==> src/rtl/isp_uart_host.sv <==
// isp_uart_host: host side of the on-chip UART debug port.
// Turns a binary request into the debug port's ASCII line (read, write or a
// one-letter control command), shifts it out 8N1, then collects the 8-char
// ASCII reply and returns binary read data plus an error flag.
// Optional feature macro: ISP_UART_HOST_ECHO_CHECK_EN -- when defined, the
// replies to write/reset/run/stop must match their fixed echo text exactly.
// The receive deserializer (uart_rx) is deliberately not tied to rst, so a
// byte in flight across a reset completes and is then dropped in IDLE.

module uart_rx #(
  parameter int CLK_DIV = 108
) (
  input  logic       clk,
  input  logic       i_rx,
  output logic       o_ready,
  output logic [7:0] o_data
);
  // One bit lasts 4*CLK_DIV cycles; sample the start bit at its middle,
  // then every full bit period after that.
  localparam int FULL = 4 * CLK_DIV;
  localparam int HALF = 2 * CLK_DIV;
  localparam int CW   = $clog2(FULL + 1);

  logic [1:0]    sync;
  logic          busy;
  logic [CW-1:0] cnt;
  logic [CW-1:0] cnt_end;
  logic [3:0]    bit_idx;
  logic [7:0]    sh;

  assign cnt_end = (bit_idx == 4'd0) ? CW'(HALF - 1) : CW'(FULL - 1);

  // Self-recovering deserializer: any state drains back to idle on its own.
  always_ff @(posedge clk) begin
    sync    <= {sync[0], i_rx};
    o_ready <= 1'b0;
    if (!busy) begin
      cnt     <= '0;
      bit_idx <= '0;
      busy    <= ~sync[1];
    end else if (cnt != cnt_end) begin
      cnt <= cnt + 1'b1;
    end else begin
      cnt <= '0;
      if (bit_idx == 4'd0) begin
        busy    <= ~sync[1];           // glitch, not a real start bit
        bit_idx <= 4'd1;
      end else if (bit_idx < 4'd9) begin
        sh      <= {sync[1], sh[7:1]};
        bit_idx <= bit_idx + 1'b1;
      end else begin
        busy    <= 1'b0;
        o_ready <= sync[1];            // drop frames with a bad stop bit
        o_data  <= sh;
      end
    end
  end
endmodule

module isp_uart_host #(
  parameter int UART_RX_CLK_DIV = 108,
  parameter int UART_TX_CLK_DIV = 434,
  parameter int RESP_TIMEOUT    = 2000000
) (
  input  logic        clk,
  input  logic        rst,
  input  logic        i_uart_rx,
  output logic        o_uart_tx,
  input  logic        req_valid,
  output logic        req_ready,
  input  logic [2:0]  req_cmd,
  input  logic [31:0] req_addr,
  input  logic [31:0] req_wdata,
  output logic        resp_valid,
  output logic [31:0] resp_rdata,
  output logic        resp_err
);
  localparam int DW = (UART_TX_CLK_DIV > 1) ? $clog2(UART_TX_CLK_DIV) : 1;
  localparam int TW = $clog2(RESP_TIMEOUT + 1);

  localparam logic [2:0] CMD_READ  = 3'd0;
  localparam logic [2:0] CMD_WRITE = 3'd1;

  typedef enum logic [1:0] {S_IDLE, S_SEND, S_WAIT_RESP, S_DONE} state_t;

  state_t          state;
  logic [2:0]      cmd_q;
  logic [17:0][7:0] line_q, line_d;
  logic [4:0]      len_q, len_d;
  logic            legal_d;
  logic [4:0]      byte_idx;
  logic [3:0]      bit_cnt;
  logic [DW-1:0]   div_cnt;
  logic [TW-1:0]   tcnt;
  logic [2:0]      rcnt;
  logic [31:0]     rd_sh, sh_n;
  logic            err_acc, err_n, chr_err;
  logic            rx_ready;
  logic [7:0]      rx_data;
  logic            rx_is_hex;
  logic [3:0]      rx_nib;

  function automatic logic [7:0] hex_char(input logic [3:0] n);
    return (n < 4'd10) ? (8'h30 + {4'h0, n}) : (8'h57 + {4'h0, n});
  endfunction

`ifdef ISP_UART_HOST_ECHO_CHECK_EN
  function automatic logic [7:0] echo_char(input logic [2:0] cmd, input logic [2:0] idx);
    logic [63:0] s;
    case (cmd)
      3'd1:    s = "wr done ";
      3'd2:    s = "rst done";
      3'd3:    s = "running ";
      default: s = "stoped  ";
    endcase
    return s[63 - 8 * int'(idx) -: 8];
  endfunction
`endif

  uart_rx #(.CLK_DIV(UART_RX_CLK_DIV)) u_rx (
    .clk     (clk),
    .i_rx    (i_uart_rx),
    .o_ready (rx_ready),
    .o_data  (rx_data)
  );

  // Build the command line straight from the request so the start bit can
  // go out the cycle after acceptance.
  always_comb begin
    line_d  = '0;
    len_d   = 5'd2;
    legal_d = 1'b1;
    case (req_cmd)
      3'd0: begin
        for (int i = 0; i < 8; i++) line_d[i] = hex_char(req_addr[31 - 4 * i -: 4]);
        line_d[8] = 8'h0a;
        len_d     = 5'd9;
      end
      3'd1: begin
        for (int i = 0; i < 8; i++) begin
          line_d[i]     = hex_char(req_addr[31 - 4 * i -: 4]);
          line_d[9 + i] = hex_char(req_wdata[31 - 4 * i -: 4]);
        end
        line_d[8]  = 8'h20;
        line_d[17] = 8'h0a;
        len_d      = 5'd18;
      end
      3'd2: begin line_d[0] = "r"; line_d[1] = 8'h0a; end
      3'd3: begin line_d[0] = "w"; line_d[1] = 8'h0a; end
      3'd4: begin line_d[0] = "s"; line_d[1] = 8'h0a; end
      default: legal_d = 1'b0;
    endcase
  end

  // Classify the received char and form the next shift/error state.
  always_comb begin
    rx_is_hex = ((rx_data >= 8'h30) && (rx_data <= 8'h39)) ||
                ((rx_data >= 8'h61) && (rx_data <= 8'h66));
    rx_nib    = (rx_data <= 8'h39) ? rx_data[3:0] : (rx_data[3:0] + 4'd9);
    chr_err   = 1'b0;
    if (cmd_q == CMD_READ) chr_err = ~rx_is_hex;
`ifdef ISP_UART_HOST_ECHO_CHECK_EN
    else chr_err = (rx_data != echo_char(cmd_q, rcnt));
`endif
    sh_n  = {rd_sh[27:0], rx_nib};
    err_n = err_acc | chr_err;
  end

  // Main FSM: accept, serialize, collect reply, pulse response.
  always_ff @(posedge clk or posedge rst) begin
    if (rst) begin
      state      <= S_IDLE;
      o_uart_tx  <= 1'b1;
      req_ready  <= 1'b1;
      resp_valid <= 1'b0;
      resp_rdata <= '0;
      resp_err   <= 1'b0;
      cmd_q      <= '0;
      line_q     <= '0;
      len_q      <= '0;
      byte_idx   <= '0;
      bit_cnt    <= '0;
      div_cnt    <= '0;
      tcnt       <= '0;
      rcnt       <= '0;
      rd_sh      <= '0;
      err_acc    <= 1'b0;
    end else begin
      case (state)
        S_IDLE: begin
          if (req_valid) begin
            cmd_q     <= req_cmd;
            line_q    <= line_d;
            len_q     <= len_d;
            req_ready <= 1'b0;
            byte_idx  <= '0;
            bit_cnt   <= '0;
            div_cnt   <= '0;
            rcnt      <= '0;
            rd_sh     <= '0;
            if (legal_d) begin
              err_acc   <= 1'b0;
              o_uart_tx <= 1'b0;       // start bit of byte 0
              state     <= S_SEND;
            end else begin
              err_acc <= 1'b1;
              state   <= S_DONE;
            end
          end
        end
        S_SEND: begin
          if (div_cnt == DW'(UART_TX_CLK_DIV - 1)) begin
            div_cnt <= '0;
            if (bit_cnt == 4'd9) begin
              if (byte_idx == len_q - 5'd1) begin
                tcnt  <= '0;
                state <= S_WAIT_RESP;
              end else begin
                byte_idx  <= byte_idx + 1'b1;
                bit_cnt   <= '0;
                o_uart_tx <= 1'b0;     // next start bit, no idle gap
              end
            end else begin
              bit_cnt   <= bit_cnt + 1'b1;
              o_uart_tx <= (bit_cnt == 4'd8) ? 1'b1 : line_q[byte_idx][bit_cnt[2:0]];
            end
          end else begin
            div_cnt <= div_cnt + 1'b1;
          end
        end
        S_WAIT_RESP: begin
          if (rx_ready) begin
            tcnt <= '0;
            // Leading CR/LF left over from a previous line are skipped.
            if (!((rcnt == 3'd0) && ((rx_data == 8'h0d) || (rx_data == 8'h0a)))) begin
              rcnt    <= rcnt + 1'b1;
              rd_sh   <= sh_n;
              err_acc <= err_n;
              if (rcnt == 3'd7) begin
                state      <= S_DONE;
                resp_valid <= 1'b1;
                resp_err   <= err_n;
                resp_rdata <= ((cmd_q == CMD_READ) && !err_n) ? sh_n : 32'h0;
              end
            end
          end else if (tcnt == TW'(RESP_TIMEOUT - 1)) begin
            state      <= S_DONE;
            resp_valid <= 1'b1;
            resp_err   <= 1'b1;
            resp_rdata <= '0;
          end else begin
            tcnt <= tcnt + 1'b1;
          end
        end
        S_DONE: begin
          // Illegal commands arrive here without the pulse set yet.
          if (!resp_valid) begin
            resp_valid <= 1'b1;
            resp_err   <= err_acc;
            resp_rdata <= '0;
          end else begin
            resp_valid <= 1'b0;
            req_ready  <= 1'b1;
            state      <= S_IDLE;
          end
        end
        default: state <= S_IDLE;
      endcase
    end
  end

  logic unused_cmd;
  assign unused_cmd = (cmd_q == CMD_WRITE);
endmodule

==> config.mk <==
export PLATFORM = sky130hd
export DESIGN_NAME = isp_uart_host
export DESIGN_NICKNAME = d
export VERILOG_FILES = /design/src/rtl/isp_uart_host.sv
export SDC_FILE = /design/constraint.sdc
export NUM_CORES = 1
export LEC_CHECK = 0
export ABC_AREA = 1
export CAP_MARGIN = 20
export CORE_MARGIN = 5
export CORE_UTILIZATION = 40
export DETAILED_ROUTE_END_ITERATION = 8
export DONT_BUFFER_PORTS = 1
export HOLD_SLACK_MARGIN = 0.1
export MAX_ROUTING_LAYER = met4
export PLACE_DENSITY = 0.63
export SLEW_MARGIN = 20
export SYNTH_ARGS = -nofsm -noshare
export SYNTH_HDL_FRONTEND = slang
export SYNTH_SLANG_ARGS = --single-unit
==> constraint.sdc <==
create_clock -name clk -period 19.2 [get_ports clk]
set_input_delay 4.8 -clock clk [delete_from_list [all_inputs] [get_ports clk]]
set_output_delay 4.8 -clock clk [all_outputs]
set_load 0.02 [all_outputs]
-- Yosys cells after proc, flatten, opt, wreduce, memory -nomap -nowiden
Cells that the tools add are included.
- register bits: 294
- latch bits: 0
- bits in writable memories: 0
- ROM bits: 0
- output and inout port bits: 36
- word-level logic and storage cells: 283
- memories: 0
- $add $sub $neg: 41
- $mul: 0
- divide/modulo/power cells: 0
- magnitude comparators: 23
- equality and inequality tests: 31
- shifts and indexed selects: 0
- multiplexer cells: 105
- bitwise logic cells: 7
- reductions and logical operators: 36
- operators by type and width (cell ; number):
    $mux 32 ; 6
    $mux 8 ; 17
    $add 7x4->8 const A ; 16
    $add 6x4->7 const A ; 16
    $pmux 54 s2 ; 1
    $mux 21 ; 5
    $mux 28 ; 3
    $lt 4x4->1 const B ; 17
    $mux 68 ; 1
    $pmux 16 s4 ; 1
    $pmux 32 s2 ; 1
    $pmux 28 s2 ; 1
    $pmux 21 s2 ; 1
    $bmux 8 s5 ; 1
    $mux 1 ; 28
    $mux 4 ; 7
    $mux 9 ; 3
    $add 21x1->21 const B ; 1
    $eq 21x21->1 const B ; 1
    $mux 2 ; 10
    $mux 5 ; 4
    $pmux 5 s2 ; 2
    $reduce_and 4->1 ; 5
    $reduce_and 5->1 ; 4
    48 further kinds ; 91

-- Logic depth before layout (Yosys ltp)
- depth in word-level cells: 13
- mapped depth: 18

-- Modules after synthesis
Synthesis repeated with hierarchy kept, for this count alone.
- cell total of the unflattened synthesis: 1662
- area total of the unflattened synthesis: 13601.8 sq um
- modules (own cells, without submodules) (module ; instances ; cells each ; area an instance (sq um)):
    isp_uart_host ; 1 ; 1548 ; 12316.8
    uart_rx ; 1 ; 114 ; 1285.0

-- Worst setup path before layout
Ideal clock, no wire load.
- path type: input port to flip-flop
- start: input port req_valid
- end: register bit_cnt[3]
- setup time: 0.071 ns
- arrival time: 5.853 ns
- slack: 13.276 ns
- stages: 10
- buffers on the path: 1
- cells stage by stage: nand2_1 inv_2 a21oi_2 nor2_4 nand2_1 nand2_2 nand2_2 buf_6 nand2_1 nor2_1
- longest elaborated chain between the ends: 2
- RTL lines (element ; RTL line ; RTL):
    from (decl) ; 69 ; input logic req_valid,
    $ne 2x2->1 (no line) ; -- ;
    $reduce_and 4->1 (no line) ; -- ;
    to (signal assigned) ; 224 ; bit_cnt <= bit_cnt + 1'b1;
    to (decl) ; 92 ; logic [3:0] bit_cnt;
No other way between the ends.
A chain may end at the register's enable or synchronous reset.

-- Final worst setup path
- start: input port req_valid
- end: register byte_idx[2]
- longest elaborated chain between the ends: 2
- RTL lines (element ; RTL line ; RTL):
    $ne 2x2->1 (no line) ; -- ;
    $reduce_and 5->1 (no line) ; -- ;
    to (signal assigned) ; 219 ; byte_idx <= byte_idx + 1'b1;
    to (decl) ; 91 ; logic [4:0] byte_idx;
No other way between the ends.

==> results.md <==
* Synth Flop Type: dfrtp_1
* Post-synthesis area per instance at roughly 8.2 µm²
* Synth area leader: dfrtp_1
* Final setup violating endpoints at 0
* Vias in the first global route at between 10,000 and 15,000
* Die area at about 0.038 mm²
* Skew final at ~0.010 ns
* Hold crit path type: register to register
* Reg area at 0.00650 mm²
* GR Overflow Total at 0
* Worst path max stage delay at ~0.65 ns
* Sequential share of the synthesized area at 47.9%
* Gpl congestion at roughly 0.89
* Slew HR at between 30% and 40%
* CTS max path bufs at 3
* Clk slew on worst S/H paths at about 0.06 ns
* Max Cap Violations at 0
* Main combinational cell family by area after synthesis: simple AND/OR/NAND/NOR gates
* Chip Height at about 190 µm
* Post-synthesis xor/xnor area fraction at between 2 and 3%
* Synth Area in Compound Gates at about 15%
* Initial DRC count at approximately 750
* Final Core Density at between 40% and 50%
* Core Footprint at between 0.03 and 0.04 mm²
* Mux contribution to synthesized area at 0%
* Post-layout net count at 1,739
* First-pass GRT wire length at about 53,000 µm
* YS warnings at 0
* Antenna viol nets, final at 0
* Routed WL per cell at about 15 µm
* Synth cell types at 52
* Total Power at around 1.8 mW
* Layout cells sized above 1 at around 7.6%
* EDFF count, synth at 16
* Starting Density at between 40% and 50%
* Tmin final at between 6 and 7 ns
* Worst path cell trace: nand2_2 > buf_4 > inv_2 > buf_4 > a21oi_2 > nor2_4 > nand2_1 > nand2_2 > nand2_2 > nand2_1 > o21ai_1
* IO Count at approximately 110
* Post-CTS Setup Inserts at 0
* Num CTS Buffers at 29
* Final hold violation count at 0
* Syn_nets at 1,766
* Gr usage total at 16.9%
* Adder-Cell Fraction of Synth Area at about 3.8%
* Placed inst area at roughly 0.014 mm²
* Row count at 67
* CTS Sinks at 260
* Root Driver: clkbuf_16
* Worst hold slack at 0.328 ns
* Die width at about 190 µm
* Cts repair resizes at 0
* Drt via density at 5.15
* Synth area leaders: dfrtp_1 (41%), nand2_1 (10%), inv_1 (6.8%), nand3_1 (3.8%), ha_1 (3.8%)
* Register bit count reported by yosys at 260
* Max Slew Vio Count at 0
* Asr flop ratio synth at a little under 90%
* H-tree Lvls at 1
* Area delta synth->final at 8.89%
* Commonest non-fill, non-tap cell in the layout: nand2_1
* Routed vias at 10,800
* CTS tree: done
* Filler instances at approximately 3,300
* Worst-Margin Slew at 0.919 ns
* Synth Area in Simple Gates at a little over a fifth
* Post-synth top area share at between 40% and 50%
* CTS Hold Bufs at 0
* Setup CP Type: input port to register
* Critical path's most frequent cell: nand2_2
* Multi-input logic area at approximately 0.0058 mm²
* F_max at ~150 MHz
* Startpoint Class: input port
* Most frequent cells in the layout: nand2_1 (359), inv_1 (246), dfrtp_1 (224)
* Crit Path Max Fanout at 79
* Post-synthesis cell area at between 0.01 and 0.015 mm²
* TNS Setup at 0 ns
* Antenna violations before repair at 0
* RSZ-0062 raised after global routing: false
* Clk_lat worst skew at approximately 0.54 ns
* Post-DP HPWL at about 22,000 µm
* Static Leak at 6.88 nW
* Worst EP required at a little under 20 ns
* Largest net degree at the start of global routing at ~110
* Post-route cell area at roughly 0.015 mm²
* PD cells at between 100 and 150 mW/mm²
* Worst setup EP type: register
* PortBufs at 0
* Routed WL at 31,700 µm
* WP data arrival at just under 7 ns
* First-pass DRT Iterations at 5
* Status: complete, no violations
* Syn Inst Count at 1,654
* Slowest library cell on the worst path: buf_4
* Peak VDD IR at between 0.07 and 0.08 mV
* Period utilization at between 30 and 40%
* DRC viols at 0
* ANT cells at 0
==> cells in the mapped netlist (3+ instances only) <==
cell type and number:
nor2_1 109, buf_6 12, nor2_4 6, o22ai_1 80, nand4_1 25, clkbuf_1 32, nand2_1 360, o21ai_0 99
o21ai_2 36, o21bai_1 3, o211ai_1 5, nand2_2 6, o31ai_1 6, xnor2_1 5, dfrtp_1 225, a31oi_1 10
buf_1 6, inv_2 7, buf_2 19, nand3_1 103, edfxtp_1 16, nor3b_1 3, nand3_2 3, dfxtp_1 17
nor3_1 30, inv_1 247, ha_1 41, xor2_1 35, o21ai_1 20, o32ai_1 7, a21boi_0 5, o221ai_1 3
nor4_1 6, a21oi_1 43, a32oi_1 4
==> state kept, by name, indices dropped and copies added (netlist names), 5 cells and up <==
register	flops
u_rx.sh	8
u_rx.o_data	8
line_q	113
tcnt	21
resp_rdata	32
div_cnt	9
rd_sh	28
u_rx.cnt	9
byte_idx	5
==> per-stage QoR <==
| step | instances | setup WS, ns |
|---|---|---|
| 2_1_floorplan | 1654 | 8.18 |
| 3_3_place_gp | 2044 | 12.12 |
| 3_5_place_dp | 2044 | 12.09 |
| 4_1_cts | 2090 | 12.65 |
| 5_1_grt | 2090 | 12.35 |
| 6_report | 2090 | 12.67 |
==> cell families (layout without fill, tap and decap cells) <==
logic type                 count (synthesis)  count (layout)
AOI/OAI and AO/OA                        331             331
xor gates and xnor gates                  40              40
adders and majority gates                 41              41
buffers and inverters                    324             312
DFF                                      260             260
and+or+nand+nor                          658             658
==> area by class of cell <==
class                   count  area share [%]
clock buffers              36            5.29
clock inverters            10           0.922
inverters                 255            6.52
multi-input cells        1070            38.9
flip-flops and latches    260            44.0
well taps                 448            3.79
repair buffers             11           0.558
==> critical path: cells and delay by family <==
kind                   cells  cell delay (ns)
AO/OA/AOI/OAI              2             0.26
buffers and inverters      3             1.04
AND/OR/NAND/NOR            6             0.81
==> report_power, final <==
group	internal (mW)	leakage, nW	switching [mW]	total, mW
sequential	0.650	3.37	0.0652	0.715
combinational	0.161	3.07	0.375	0.536
clock	0.325	0.443	0.217	0.542
total	1.14	6.88	0.658	1.79
==> layer usage <==
layer / global-route usage, % / part of all wire (%) / up-vias / routed length [µm]
li1: - / - / 5377 / -
met1: 22.0 / 45 / 5098 / 14100
met2: 27.2 / 47 / 239 / 14900
met3: 3.68 / 6.5 / 51 / 2060
met4: 4.24 / 2.0 / 0 / 643
met5: - / 0 / - / 0
==> path summary, 6_finish.rpt <==
path,start,end,slack (ns),cells past startpoint
max in group asynchronous,rst,rd_sh[11]$_DFFE_PP0P_,13.59,2
hold reg to reg,u_rx.sync[0]$_DFF_P_,u_rx.sync[1]$_DFF_P_,0.33,0
hold / removal,u_rx.sync[0]$_DFF_P_,u_rx.sync[1]$_DFF_P_,0.33,0
min in group asynchronous,rst,tcnt[0]$_DFFE_PP0P_,4.21,1
setup reg to reg,state[0]$_DFFE_PP0P_,resp_valid$_DFFE_PP0P_,16.02,11
setup / recovery,req_valid,byte_idx[2]$_DFFE_PP0P_,12.67,11
Note: power is estimated with default switching activity, not from simulation.
